===== config.mk =====
export PLATFORM = sky130hd
export DESIGN_NAME = rr_arbiter8
export DESIGN_NICKNAME = d
export VERILOG_FILES = /design/src/rtl/rr_arbiter8.sv
export SDC_FILE = /design/constraint.sdc
export NUM_CORES = 1
export LEC_CHECK = 0
export ABC_AREA = 1
export ABC_CLOCK_PERIOD_IN_PS = 3300
export CORE_UTILIZATION = 49
export CTS_CLUSTER_DIAMETER = 150
export DETAILED_ROUTE_END_ITERATION = 6
export HOLD_SLACK_MARGIN = 0.1
export PLACE_DENSITY = 0.74
export SYNTH_ARGS = -nofsm -noshare
export SYNTH_HDL_FRONTEND = slang
export SYNTH_SLANG_ARGS = --single-unit

===== constraint.sdc =====
create_clock -name clk -period 3.3 [get_ports clk]
set_input_delay 0.66 -clock clk [delete_from_list [all_inputs] [get_ports clk]]
set_output_delay 0.66 -clock clk [all_outputs]
set_load 0.005 [all_outputs]

===== src/rtl/rr_arbiter8.sv =====
// Eight-input round-robin arbiter with a registered one-hot grant, per-grant
// hold timeout and priority rotation to the index after the last winner.
module rr_arbiter8 #(
    parameter int HOLD_MAX = 16
) (
    input  logic       clk,
    input  logic       rst_n,
    input  logic [7:0] req,
    input  logic       release_pulse,
    output logic [7:0] grant,
    output logic       busy,
    output logic       timeout
);
    localparam int CNT_W = $clog2(HOLD_MAX);
    localparam logic [CNT_W-1:0] CNT_LAST = CNT_W'(HOLD_MAX - 1);
    localparam logic [0:0] IDLE  = 1'b0;
    localparam logic [0:0] GRANT = 1'b1;

    logic [0:0]       state_reg, state_next;
    logic [2:0]       ptr_reg, ptr_next;
    logic [2:0]       gidx_reg, gidx_next;
    logic [CNT_W-1:0] hold_cnt_reg, hold_cnt_next;
    logic [7:0]       grant_reg, grant_next;
    logic             busy_reg;
    logic             timeout_reg, timeout_next;

    // Requests rotated so that bit 0 is the current highest-priority index.
    logic [7:0] req_rot;
    generate
        for (genvar gi = 0; gi < 8; gi++) begin : g_rot
            assign req_rot[gi] = req[3'(gi) + ptr_reg];
        end
    endgenerate

    logic [2:0] pick_off;
    logic [2:0] pick_idx;
    always_comb begin
        pick_off = 3'd0;
        for (int i = 7; i >= 0; i--) begin
            if (req_rot[i]) pick_off = 3'(i);
        end
        pick_idx = pick_off + ptr_reg;
    end

    logic rel_cause;
    logic at_limit;
    always_comb begin
        state_next    = state_reg;
        ptr_next      = ptr_reg;
        gidx_next     = gidx_reg;
        hold_cnt_next = hold_cnt_reg;
        grant_next    = grant_reg;
        timeout_next  = 1'b0;
        rel_cause     = release_pulse || !req[gidx_reg];
        at_limit      = (hold_cnt_reg == CNT_LAST);
        case (state_reg)
            IDLE: begin
                grant_next = 8'h00;
                if (|req) begin
                    grant_next    = 8'h01 << pick_idx;
                    gidx_next     = pick_idx;
                    hold_cnt_next = '0;
                    state_next    = GRANT;
                end
            end
            GRANT: begin
                if (rel_cause || at_limit) begin
                    grant_next   = 8'h00;
                    ptr_next     = gidx_reg + 3'd1;
                    state_next   = IDLE;
                    // A forced release is only flagged when nothing else ended the grant.
                    timeout_next = at_limit && !rel_cause;
                end else begin
                    hold_cnt_next = hold_cnt_reg + CNT_W'(1);
                end
            end
            default: begin
                state_next = IDLE;
                grant_next = 8'h00;
            end
        endcase
    end

    always_ff @(posedge clk) begin
        if (!rst_n) begin
            state_reg    <= IDLE;
            ptr_reg      <= 3'd0;
            gidx_reg     <= 3'd0;
            hold_cnt_reg <= '0;
            grant_reg    <= 8'h00;
            busy_reg     <= 1'b0;
            timeout_reg  <= 1'b0;
        end else begin
            state_reg    <= state_next;
            ptr_reg      <= ptr_next;
            gidx_reg     <= gidx_next;
            hold_cnt_reg <= hold_cnt_next;
            grant_reg    <= grant_next;
            busy_reg     <= |grant_next;
            timeout_reg  <= timeout_next;
        end
    end

    assign grant   = grant_reg;
    assign busy    = busy_reg;
    assign timeout = timeout_reg;
endmodule


==> run metrics <==
Area growth syn-to-layout=45.4%; TritonCTS buffer count=3; CP Cell Sequence=inv_6, ha_4, inv_4, nand3_2, nand3_2, nand2_2, a31oi_4, o21ai_2, nand2_1, a21boi_2, ha_2, inv_2, fa_2, inv_1, nor2_2, nand3_2, buf_4, buf_4, a21oi_1; slowest CP cell=fa_2; routed wire length per instance=roughly 13 um; Finished Layout Cells=roughly 350; via density per instance=approximately 5.3; CP startpoint kind=flop; max reg flops=8; # IOs=21; r2r endpoint=grant[0]; H-tree Lvls=1; switch share=about 45%; synth unique cells=31; maximum fanout along the worst path=5; I/O Buffers=20; die area=3450 um2; crit path DAT=3.43 ns; GPL Wtd Cong=0.838; # diodes=0; R2R Path Start=ptr_reg[0]; Worst EP required=3.55 ns; most common cell after layout, fill and taps aside=nand2_1; Final ANT Viol Nets=0; Final Hold Viols=0; number of synthesized register bits=21; mux contribution to synthesized area=0%; Cell Area, Synth=1580 um2; clock tree buffer depth=2; critical path capture point type=flop; vias in the first global route=between 1500 and 2000; routed via count=1849; Max Freq=314 MHz; XOR/XNOR share of the synthesized area=between 3 and 4%; max-slew violation count=0; cell count of the worst hold path=2; # fillers=229; # hold bufs at CTS=0; Detailed Route WL=between 4000 and 5000 um; Mapped Nets=between 200 and 300; Area after DPL=2030 um2; total gr overflow=0; clk sinks=21; area fraction in compound gates after synthesis=between 10% and 20%; outcome=finished, final reports clean; net switching power=683 uW; Crit Path Class=flop to flop; HPWL Detailed=just under 3000 um; clock skew=between 0.005 and 0.006 ns; Hold Path End=timeout; period utilization=96.5%; most frequent cells in the layout=62 x nand2_1, 38 x buf_4, 25 x nor2_1, 21 x nand2_2, 18 x dfxtp_1; post-route design area=approximately 2300 um2; Initial DRC Count=114; TritonRoute pass-1 iters=4; Placeable Area=~3100 um2; CP Launch Point=ptr_reg[0]; Rows=20; min-delay src=state_reg; main combinational cell family by area after synthesis=simple AND/OR/NAND/NOR gates; final setup vio count=0; Clock power frac=8.1%; Worst Max-Slew Pin Slew=0.392 ns; largest net degree at the start of global routing=15; logic gate share of total power=a little over two thirds; Die Y=roughly 59 um; Clock Root Buffer=clkbuf_4; Inst Count DP=335; CTS tree=built; R2R setup slack=0.12 ns; Worst slew margin=73.8%; VDD IR max=395 uV; layout cell share with drive strength beyond 1=34.0%; r2r worst-path depth=19; Synth Area in Adders=about 5.2%; die width=58.8 um; DRC=0; final net count=321; Max Cap Viol=0; Int Pwr=approximately 840 uW; worst skew pair latency=approximately 0.31 ns; Initial Util=51.7%; Post-Synth Simple-Gate Area=46.0%; total track usage=24.3%; Power Dens Cells=~670 nW/um2; CP max stage delay=0.58 ns; power share of the sequential group=22.4%; post-synthesis sequential area ratio=a little over a quarter; Synth Instances=244; Tmin final=between 3 and 4 ns; Synth Area per Inst=between 6 and 7 um2; most used cell, CP=nand3_2; antenna violations before repair=0; global-route wire length before repair=6420 um; RSZ-0062 raised after global routing=true; clock-pin slew on the worst setup and hold paths=0.12 ns; Yosys Warn Count=0; Lkg Pwr=between 0.001 and 0.0015 uW; Hold WC Path Type=flop to flop
## per-stage QoR
| stage | total power, uW | utilization (%) | setup WS (ns) | hold slack (ns) | setup TNS, ns |
|---|---|---|---|---|---|
| final | 1530 | 75.2 | 0.116 | 0.477 | 0 |
| after global routing | 1660 | 75.2 | -0.105 | 0.503 | -0.174 |
| after CTS | 1340 | 68.1 | 0.0137 | 0.483 | 0 |
| after detailed placement | 1190 | 66.5 | -0.389 | 0.458 | -2.30 |
| after global placement | 1180 | 66.5 | -0.298 | 0.445 | -1.63 |
| after floorplan | 864 | - | 0.00610 | 0.421 | 0 |
## synth_stat cells (all sizes together)
library cell | instances | area, um2
nand2 | 85 | 364
nand3 | 31 | 190
nor2 | 28 | 115
dfxtp | 21 | 420
inv | 21 | 83.8
a21oi | 16 | 80.1
o21ai | 9 | 45.0
ha | 5 | 62.6
buf | 4 | 41.3
nor3 | 4 | 20.0
nand4 | 3 | 18.8
xnor2 | 3 | 26.3
xor2 | 3 | 26.3
nor4 | 2 | 12.5
a211oi | 1 | 7.51
a21boi | 1 | 7.51
a31oi | 1 | 6.26
and3 | 1 | 6.26
clkbuf | 1 | 3.75
fa | 1 | 20.0
o211ai | 1 | 7.51
o21bai | 1 | 7.51
o22ai | 1 | 6.26
## final cells by class
cell class	count	area [um2]	area share, %
clock inverter	1	5.00	0.218
clock buffer	3	22.5	0.981
tap	44	55.1	2.40
sequential	21	427	18.6
inverter	21	86.3	3.76
multi-input combinational	197	1170	51.1
timing repair buffer	60	528	23.0
## critical path: cells and delay by family, from the launching register on
family,cells,cell delay (ns)
AO/OA/AOI/OAI,4,0.51
adder cells (fa/ha/maj),3,1.07
buffers and inverters,6,0.44
flip-flops,1,0.39
AND/OR/NAND/NOR,6,0.70
## worst max-delay path by stage
stage	cells past startpoint	to
final	19	grant[0]
after global routing	22	busy
after CTS	22	busy
after detailed placement	22	busy
after global placement	22	busy
after floorplan	24	busy
## what timing repair did
action	4_1_cts	5_1_grt
hold endpoints to repair	0	0
cloned	0	0
buffers inserted	0	8
endpoints found under the setup margin	2	10
pin swaps	1	21
resized for setup	7	46
## power by group through the flow
stage	logic, uW	clock network, uW	registers [uW]
2_1_floorplan	528	0	336
3_5_place_dp	843	0	345
4_1_cts	869	130	340
6_report	1060	124	343
5_1_grt	1170	137	349
3_3_place_gp	833	0	343
## cell families after synthesis
| logic type | count (synthesis) |
|---|---|
| AND/OR/NAND/NOR | 154 |
| AO/OA/AOI/OAI | 31 |
| buffers and inverters | 26 |
| flip-flops | 21 |
| XOR/XNOR | 6 |
| adder cells (fa/ha/maj) | 6 |
## layer usage
| metal | up-vias | global-route usage, % | wire length [um] |
|---|---|---|---|
| met5 | - | 0 | 0 |
| met4 | 0 | 9.18 | 148 |
| met3 | 22 | 1.98 | 213 |
| met2 | 74 | 43.3 | 2210 |
| met1 | 831 | 30.4 | 1900 |
| li1 | 922 | - | - |
Note: power is estimated with default switching activity, not from simulation.
